### src/rtl/digit_sprite_reader.sv
// ---------------------------------------------------------------------------
// digit_sprite_reader
//   Initiator side of the digit-sprite ROM interface. From the VGA scan
//   position and a per-frame sprite origin it issues a registered pixel
//   address to a 1-cycle-latency block ROM. It returns the ROM colour and an
//   opaque/hit flag aligned with hsync/vsync, three cycles after the scan
//   position is presented. Use one instance per on-screen digit.
//
// Ports
//   i_clk2         pixel clock, shared with the ROM
//   i_rst_n        asynchronous active-low reset
//   i_pix_x/y      current scan column/row
//   i_pix_active   1 = visible region
//   i_hsync/vsync  sync from the timing generator
//   i_frame_start  one-cycle pulse at start of frame; latches the origin
//   i_sprite_x/y   requested sprite origin (top-left)
//   i_enable       0 = sprite hidden
//   o_rom_addr     registered ROM address
//   i_rom_data     ROM data, valid one cycle after o_rom_addr is sampled
//   o_pixel        sprite colour, 0 when no hit
//   o_hit          1 = opaque sprite pixel at this position
//   o_hsync/vsync  sync inputs delayed by 3 cycles
// ---------------------------------------------------------------------------
module digit_sprite_reader #(
  parameter int unsigned SPRITE_W    = 20,
  parameter int unsigned SPRITE_H    = 20,
  parameter int unsigned ADDR_W      = 10,
  parameter logic [7:0]  TRANSPARENT = 8'h00
) (
  input  logic              i_clk2,
  input  logic              i_rst_n,
  input  logic [9:0]        i_pix_x,
  input  logic [9:0]        i_pix_y,
  input  logic              i_pix_active,
  input  logic              i_hsync,
  input  logic              i_vsync,
  input  logic              i_frame_start,
  input  logic [9:0]        i_sprite_x,
  input  logic [9:0]        i_sprite_y,
  input  logic              i_enable,
  output logic [ADDR_W-1:0] o_rom_addr,
  input  logic [7:0]        i_rom_data,
  output logic [7:0]        o_pixel,
  output logic              o_hit,
  output logic              o_hsync,
  output logic              o_vsync
);

  logic [9:0]        r_org_x;
  logic [9:0]        r_org_y;
  logic              r_org_en;
  logic              r_in_s1;
  logic              r_in_s2;
  logic [2:0]        r_hs_dly;
  logic [2:0]        r_vs_dly;

  logic [10:0]       w_col;
  logic [10:0]       w_row;
  logic              w_inside;
  logic [ADDR_W-1:0] w_addr;
  logic              w_hit_next;

  // Origin is only updated on frame_start so a moving digit never tears.
  // A pixel presented in the same cycle as frame_start still sees the old
  // origin because the latch lands on the same edge that samples the pixel.
  always_ff @(posedge i_clk2 or negedge i_rst_n) begin
    if (!i_rst_n) begin
      r_org_x  <= '0;
      r_org_y  <= '0;
      r_org_en <= 1'b0;
    end else if (i_frame_start) begin
      r_org_x  <= i_sprite_x;
      r_org_y  <= i_sprite_y;
      r_org_en <= i_enable;
    end
  end

  // Bit 10 is the borrow: a scan position left of/above the origin must not
  // alias into the sprite (e.g. origin 1023 with x = 0..18).
  assign w_col = {1'b0, i_pix_x} - {1'b0, r_org_x};
  assign w_row = {1'b0, i_pix_y} - {1'b0, r_org_y};

  assign w_inside = r_org_en && i_pix_active && !w_col[10] && !w_row[10] &&
                    (w_col < 11'(SPRITE_W)) && (w_row < 11'(SPRITE_H));

  // Only evaluated when inside, so row < SPRITE_H and col < SPRITE_W and the
  // result stays within SPRITE_W*SPRITE_H-1.
  assign w_addr = ADDR_W'(w_row) * ADDR_W'(SPRITE_W) + ADDR_W'(w_col);

  assign w_hit_next = r_in_s2 && (i_rom_data != TRANSPARENT);

  always_ff @(posedge i_clk2 or negedge i_rst_n) begin
    if (!i_rst_n) begin
      o_rom_addr <= '0;
      r_in_s1    <= 1'b0;
      r_in_s2    <= 1'b0;
      o_hit      <= 1'b0;
      o_pixel    <= 8'h00;
      r_hs_dly   <= 3'b000;
      r_vs_dly   <= 3'b000;
    end else begin
      o_rom_addr <= w_inside ? w_addr : '0;
      r_in_s1    <= w_inside;
      r_in_s2    <= r_in_s1;
      o_hit      <= w_hit_next;
      o_pixel    <= w_hit_next ? i_rom_data : 8'h00;
      r_hs_dly   <= {r_hs_dly[1:0], i_hsync};
      r_vs_dly   <= {r_vs_dly[1:0], i_vsync};
    end
  end

  assign o_hsync = r_hs_dly[2];
  assign o_vsync = r_vs_dly[2];

endmodule
### config.mk
export PLATFORM = sky130hd
export DESIGN_NAME = digit_sprite_reader
export DESIGN_NICKNAME = d
export VERILOG_FILES = /design/src/rtl/digit_sprite_reader.sv
export SDC_FILE = /design/constraint.sdc
export NUM_CORES = 1
export LEC_CHECK = 0
export ABC_AREA = 1
export BUFFER_PORTS_ARGS = -buffer_cell sky130_fd_sc_hd__buf_2
export CORE_ASPECT_RATIO = 0.9
export CORE_MARGIN = 5
export CORE_UTILIZATION = 47
export DETAILED_ROUTE_END_ITERATION = 10
export GPL_TIMING_DRIVEN = 1
export PLACE_DENSITY = 0.77
export SLEW_MARGIN = 5
export SYNTH_ARGS = -nofsm -noshare
export SYNTH_HDL_FRONTEND = slang
export SYNTH_SLANG_ARGS = --single-unit
### constraint.sdc
create_clock -name i_clk2 -period 4.1 [get_ports i_clk2]
set_input_delay 0.41 -clock i_clk2 [delete_from_list [all_inputs] [get_ports i_clk2]]
set_output_delay 0.41 -clock i_clk2 [all_outputs]
set_load 0.005 [all_outputs]
# After elaboration in Yosys (flattened, before gate mapping)
# Index checks and enable logic that the tools add are counted.
[op_classes]
addsub = 3
multipliers = 1
mux = 2
order_cmp = 2
n_reduce_logical = 9
[op_table]
columns = ["cell", "count"]
rows = [
  ["less-than comparator 11 x 5 -> 1 bit (second input constant)", 2],
  ["subtractor 10 x 10 -> 11 bit", 2],
  ["adder 10 bit", 1],
  ["multiplier 10 x 3 -> 8 bit (second input constant)", 1],
  ["2-to-1 mux 10 bit", 1],
  ["2-to-1 mux 8 bit", 1],
  ["nonzero test 8 bit", 1],
  ["logical AND 1 bit", 6],
  ["logical NOT 1 bit", 2],
]
[word_totals]
inputBits = 55
output_inout_bits = 21
ff_bits = 48
elab_cells = 27

# Longest topological paths before layout
[logic_depth]
word_depth = 7
depth_mapped = 26
depth_no_buf = 26

# Worst setup path before layout
# No wires, ideal clock.
[synth_path]
kind = "input to register"
startpoint = "in i_pix_y[0]"
endpoint = "reg o_rom_addr[9]"
t_required_ns = 3.981
setup_slack_ns = 0.878
t_arrival_ns = 3.103
path_buffers = 0
stages = 19
setup_time_ns = 0.119
path_cell_list = "inv_1 -> ha_1 -> inv_1 -> fa_1 -> nand3_1 -> nand2_1 -> xor2_1 -> nor2_1 -> nor2_1 -> inv_1 -> fa_1 -> inv_1 -> ha_1 -> a21oi_1 -> o21ai_0 -> a31oi_1 -> nand3_1 -> nand2_1 -> nor2_1"
[synth_via]
elab_chain_len = 6
word_cells_on_any_way = 9
classes_between = "2 x add/sub; 1 x mul; 1 x order compare; 1 x mux; 4 x reduce/logical"
[synth_rtl]
columns = ["item", "line_no", "rtl"]
rows = [
  ["start: declaration", "33", "input logic [9:0] i_pix_y,"],
  ["subtractor 10 x 10 -> 11 bit (*)", "81", "assign w_row = {1'b0, i_pix_y} - {1'b0, r_org_y};"],
  ["parallel branches: the longest is 4 deep, another holds multiplier 10 x 3 -> 8 bit", "n/a", ""],
  ["2-to-1 mux 10 bit (*)", "102", "o_rom_addr <= w_inside ? w_addr : '0;"],
  ["end signal: assignment", "102", ""],
  ["end: declaration", "41", "output logic [ADDR_W-1:0] o_rom_addr,"],
]
# Mark *: on every way between the ends.
# A chain may end at the register's enable or synchronous reset.

# Worst setup path after layout
[layout_path]
startpoint = "reg r_org_y[0]"
endpoint = "reg o_rom_addr[9]"
[layout_via]
elab_chain_len = 6
word_cells_on_any_way = 9
classes_between = "2 x add/sub; 1 x mul; 1 x order compare; 1 x mux; 4 x reduce/logical"
[layout_rtl]
columns = ["item", "line_no", "rtl"]
rows = [
  ["start: declaration", "50", "logic [9:0] r_org_y;"],
  ["start signal: assignment", "73", "r_org_y <= i_sprite_y;"],
  ["subtractor 10 x 10 -> 11 bit (*)", "81", ""],
  ["parallel branches: the longest is 4 deep, another holds multiplier 10 x 3 -> 8 bit", "n/a", ""],
  ["2-to-1 mux 10 bit (*)", "102", ""],
]
# Marked as above.

==> impl_results.html <==
<table>
<tr><th>Metric</th><th>Value</th></tr>
<tr><th colspan="2">Outcome</th></tr>
<tr><td>Result of the run</td><td>finished clean</td></tr>
<tr><th colspan="2">Worst setup path</th></tr>
<tr><td>Cell type group with the largest total delay on the critical path</td><td>adder cells</td></tr>
<tr><td>Kind of critical path</td><td>flip-flop to flip-flop</td></tr>
<tr><td>Maximum single-stage delay on the critical path</td><td>0.54 ns</td></tr>
<tr><td>Sum of buffers and inverters on the critical path</td><td>3</td></tr>
<tr><td>Slack of the worst reg-to-reg path</td><td>0.54 ns</td></tr>
<tr><td>Cell at the slowest stage of the critical path</td><td>sky130_fd_sc_hd__fa_1</td></tr>
<tr><td>Critical Path End Type</td><td>flip-flop</td></tr>
<tr><td>Startpoint kind of the worst setup timing path</td><td>flip-flop</td></tr>
<tr><td>Data arrival, critical path</td><td>3.74 ns</td></tr>
<tr><td>List of cells traversed by the critical path</td><td>ha_1 &gt; inv_1 &gt; fa_1 &gt; nand3_1 &gt; nand2_1 &gt; xor2_1 &gt; nor2_1 &gt; nor2_1 &gt; inv_1 &gt; fa_1 &gt; inv_1 &gt; ha_1 &gt; a21oi_1 &gt; o21ai_0 &gt; a31oi_1 &gt; nand3_1 &gt; nand2_1 &gt; nor2_1</td></tr>
<tr><td>Data required time at the worst endpoint</td><td>4.28 ns</td></tr>
<tr><td>Peak fanout along the critical path</td><td>5</td></tr>
<tr><th colspan="2">Logic synthesis</th></tr>
<tr><td>Synth Area in XOR/XNOR</td><td>3.54%</td></tr>
<tr><td>Arithmetic-cell share of the synthesized area counting full adders, half adders and majority gates</td><td>16.1%</td></tr>
<tr><td>Post-synthesis sequential area ratio</td><td>37.3%</td></tr>
<tr><td>Mapped Nets</td><td>504</td></tr>
<tr><td>Dominant combinational cell family by area after synthesis</td><td>simple AND/OR/NAND/NOR gates</td></tr>
<tr><td>Mean instance size in the synthesized netlist</td><td>7.85 µm²</td></tr>
<tr><td>#FFs+latches synth</td><td>48</td></tr>
<tr><td>Gate Count Post-Synth</td><td>410</td></tr>
<tr><td>Distinct cell type count after synthesis</td><td>26</td></tr>
<tr><td>Post-synthesis compound-gate area fraction</td><td>8.36%</td></tr>
<tr><td>Cell area after synthesis</td><td>3220 µm²</td></tr>
<tr><td>Count of yosys warnings during synthesis</td><td>0</td></tr>
<tr><td>Post-synthesis simple-gate area fraction</td><td>22.9%</td></tr>
<tr><td>Portion of netlist area occupied by mux cells</td><td>1.05%</td></tr>
<tr><th colspan="2">Worst hold path</th></tr>
<tr><td>Worst hold path class</td><td>input pin to flip-flop</td></tr>
<tr><th colspan="2">Timing</th></tr>
<tr><td>Final worst path period need</td><td>3.56 ns</td></tr>
<tr><td>Fin. Hold Viols</td><td>0</td></tr>
<tr><td>Max Transition Viols Final</td><td>0</td></tr>
<tr><td>Transition time at the pin with the least slew margin</td><td>1.03 ns</td></tr>
<tr><td>Upper clock frequency limit</td><td>281 MHz</td></tr>
<tr><td>Final setup violation count</td><td>0</td></tr>
<tr><td>Unrepaired setup endpoints after global routing</td><td>no</td></tr>
<tr><td>Final-layout worst hold slack</td><td>0.208 ns</td></tr>
<tr><td>Post-route fraction of the period consumed by the critical path</td><td>86.9%</td></tr>
<tr><td>Setup total negative slack</td><td>0 ns</td></tr>
<tr><td>Worst rel slew slack</td><td>31.3%</td></tr>
<tr><td>Worst clock skew on the final layout</td><td>0.00865 ns</td></tr>
<tr><th colspan="2">Clock network</th></tr>
<tr><td>CTS root buf</td><td>sky130_fd_sc_hd__clkbuf_8</td></tr>
<tr><td>Post-CTS Hold Fix Bufs</td><td>0</td></tr>
<tr><td>Number of clock sinks</td><td>48</td></tr>
<tr><td>Clock latency at the later pin of the worst-skew pair</td><td>0.31 ns</td></tr>
<tr><td>Clock-pin slew on the worst setup and hold paths</td><td>0.10 ns</td></tr>
<tr><td>Total CTS buffers</td><td>5</td></tr>
<tr><td>Max H-tree Level</td><td>2</td></tr>
<tr><td>Number of buffers on the longest clock path</td><td>2</td></tr>
<tr><td>Buffers inserted during post-CTS setup optimization</td><td>0</td></tr>
<tr><td>CTS-repair resized insts</td><td>0</td></tr>
<tr><td>Clock tree from TritonCTS</td><td>yes</td></tr>
<tr><th colspan="2">Die</th></tr>
<tr><td>Site row count</td><td>28</td></tr>
<tr><td>Die width</td><td>97.2 µm</td></tr>
<tr><td>Overall die height</td><td>88.5 µm</td></tr>
<tr><td>Placeable core region</td><td>6620 µm²</td></tr>
<tr><td>Area enclosed by the die boundary</td><td>8600 µm²</td></tr>
<tr><td>Starting density of the core</td><td>48.6%</td></tr>
<tr><td>Top-level I/O count</td><td>76</td></tr>
<tr><th colspan="2">Global routing</th></tr>
<tr><td>Remaining Overflow, GRT</td><td>0</td></tr>
<tr><td>Number of antenna violations at the first check in global routing</td><td>0</td></tr>
<tr><td>Via count of the first global-routing pass</td><td>2,736</td></tr>
<tr><td>Largest net degree at the start of global routing</td><td>49</td></tr>
<tr><td>Overall fraction of global-route tracks in use</td><td>16.2%</td></tr>
<tr><td>First-pass GRT wire length</td><td>11,600 µm</td></tr>
<tr><th colspan="2">Pwr</th></tr>
<tr><td>Sw Share</td><td>40.9%</td></tr>
<tr><td>Part of the total power dissipated in sequential elements</td><td>28.3%</td></tr>
<tr><td>Cell Int Power</td><td>1.04 mW</td></tr>
<tr><td>Total leakage power</td><td>2.27 nW</td></tr>
<tr><td>IR drop worst, VDD</td><td>202 µV</td></tr>
<tr><td>Share of total power in the clock network</td><td>20.2%</td></tr>
<tr><td>Total power per unit cell area</td><td>466 nW/µm²</td></tr>
<tr><td>Share of total power in combinational logic</td><td>51.5%</td></tr>
<tr><td>Overall power</td><td>1.77 mW</td></tr>
<tr><td>Switching power summed over all nets</td><td>723 µW</td></tr>
<tr><th colspan="2">Routing</th></tr>
<tr><td>Vias after detailed routing</td><td>2,747</td></tr>
<tr><td>Pre-antenna DRT Iters</td><td>4</td></tr>
<tr><td>DRT antenna net count</td><td>0</td></tr>
<tr><td>Starting DRT DRC Count</td><td>148</td></tr>
<tr><td>Final wirelength</td><td>6480 µm</td></tr>
<tr><td>Routed len/inst</td><td>11.2 µm</td></tr>
<tr><td>Avg Vias per Cell</td><td>4.75</td></tr>
<tr><td>Remaining routing DRC violations</td><td>0</td></tr>
<tr><th colspan="2">Cells and area</th></tr>
<tr><td>Count of nets after finishing</td><td>581</td></tr>
<tr><td>Area used by multi-input combinational logic</td><td>1670 µm²</td></tr>
<tr><td>Final std cells w/o fill</td><td>578</td></tr>
<tr><td># fillers</td><td>640</td></tr>
<tr><td>Layout area overhead</td><td>18.0%</td></tr>
<tr><td>Total area of sequential cells</td><td>1200 µm²</td></tr>
<tr><td>Final antenna diode count</td><td>0</td></tr>
<tr><td>Proportion of layout cells with a drive suffix above 1</td><td>20.9%</td></tr>
<tr><th colspan="2">Placement</th></tr>
<tr><td>Post-DP HPWL</td><td>5240 µm</td></tr>
<tr><td>Number of instances in the placed design</td><td>570</td></tr>
<tr><td>Placer Congestion</td><td>0.876</td></tr>
<tr><td>Count of input and output buffers</td><td>75</td></tr>
<tr><th colspan="2">Job</th></tr>
<tr><td># Max-Cap Violations</td><td>0</td></tr>
</table>
power groups by stage:
| stage | Combinational, mW | Sequential (mW) | Clock [mW] |
|---|---|---|---|
| 2_1_floorplan | 0.717 | 0.509 | 0 |
| 3_3_place_gp | 0.871 | 0.510 | 0 |
| 3_5_place_dp | 0.903 | 0.511 | 0 |
| 4_1_cts | 0.912 | 0.501 | 0.366 |
| 5_1_grt | 1.06 | 0.504 | 0.386 |
| 6_report | 0.910 | 0.501 | 0.356 |
cells by family after synthesis:
| logic type | count (synthesis) |
|---|---|
| simple gates | 167 |
| buf+inv | 90 |
| compound gates | 50 |
| flops | 48 |
| fa+ha+maj | 39 |
| xor+xnor | 13 |
| mux | 3 |
state kept, by name, indices dropped and copies added, names as in the netlist:
register,count
o_rom_addr,10
r_hs_dly,3
r_vs_dly,3
o_pixel,8
r_org_en,1
r_org_x,10
o_hit,1
r_org_y,10
r_in_s2,1
r_in_s1,1
worst register-to-register path: stages, from the launching register on:
cell and delay, ns:
sky130_fd_sc_hd__dfrtp_1 0.36, sky130_fd_sc_hd__ha_1 0.15, sky130_fd_sc_hd__inv_1 0.09, sky130_fd_sc_hd__fa_1 0.42
sky130_fd_sc_hd__nand3_1 0.10, sky130_fd_sc_hd__nand2_1 0.11, sky130_fd_sc_hd__xor2_1 0.34, sky130_fd_sc_hd__nor2_1 0.09
sky130_fd_sc_hd__nor2_1 0.16, sky130_fd_sc_hd__inv_1 0.08, sky130_fd_sc_hd__fa_1 0.54, sky130_fd_sc_hd__inv_1 0.04
sky130_fd_sc_hd__ha_1 0.34, sky130_fd_sc_hd__a21oi_1 0.15, sky130_fd_sc_hd__o21ai_0 0.08, sky130_fd_sc_hd__a31oi_1 0.19
sky130_fd_sc_hd__nand3_1 0.10, sky130_fd_sc_hd__nand2_1 0.07, sky130_fd_sc_hd__nor2_1 0.03
metal layers:
layer | part of all wire, % | vias to the layer above | GRT usage, %
met5 | 0 | - | 0
met4 | 1.7 | 0 | 4.91
met3 | 7.6 | 13 | 4.18
met2 | 45 | 86 | 27.8
met1 | 46 | 1212 | 20.4
li1 | - | 1436 | -
cell usage in the layout (no fill, tap or decap), drive strengths merged, types with 4 or more instances in the layout:
cell    count
nor2       25
fa          4
a21oi      16
nand3      24
xor2        7
nand4       7
ha         35
o21ai      26
dfrtp      48
buf        75
clkbuf      5
nand2     104
xnor2       6
a31oi       4
inv        85
stage by stage:
step / utilization [%] / worst slack, ns / cell area [µm²]
finish: 57.3 / 0.535 / 3800
global route: 57.3 / 0.203 / 3800
CTS: 57.3 / 0.524 / 3800
detailed placement: 55.6 / 0.362 / 3680
global placement: 55.6 / 0.543 / 3680
floorplan: - / 0.878 / 3220
area by class of cell:
type                            instances  share of cell area (%)
Timing Repair Buffer                   75                    9.89
Inverter                               85                    8.40
Multi-Input combinational cell        272                    44.0
Clock inverter                          3                    1.25
Clock buffer                            5                    1.81
Sequential cell                        48                    31.6
Tap cell                               90                    2.97
final timing paths:
check	end	startpoint	depth (start not counted)
setup / recovery	o_rom_addr[9]	r_org_y[0]	18
hold reg to reg	r_hs_dly[2]	r_hs_dly[1]	0
max in group asynchronous	r_org_x[9]	i_rst_n	1
setup reg to reg	o_rom_addr[9]	r_org_y[0]	18
hold / removal	r_vs_dly[0]	i_vsync	1
min in group asynchronous	o_rom_addr[6]	i_rst_n	1
cells in the mapped netlist (all sizes together):
cell type	instances	share of area [%]
nand2	104	12
inv	85	9.9
dfrtp	48	37
ha	35	14
o21ai	26	4.0
nor2	25	3.7
nand3	24	4.0
a21oi	16	2.6
nand4	7	1.4
xor2	7	1.9
xnor2	6	1.6
a31oi	4	0.78
clkbuf	4	0.47
fa	4	2.5
mux2	3	1.0
nand3b	3	0.70
o21bai	3	0.70
nor4	2	0.39
and2	1	0.19
buf	1	0.35
nor3	1	0.16
o21a	1	0.23
No activity file was read; power rests on OpenSTA's default activity.
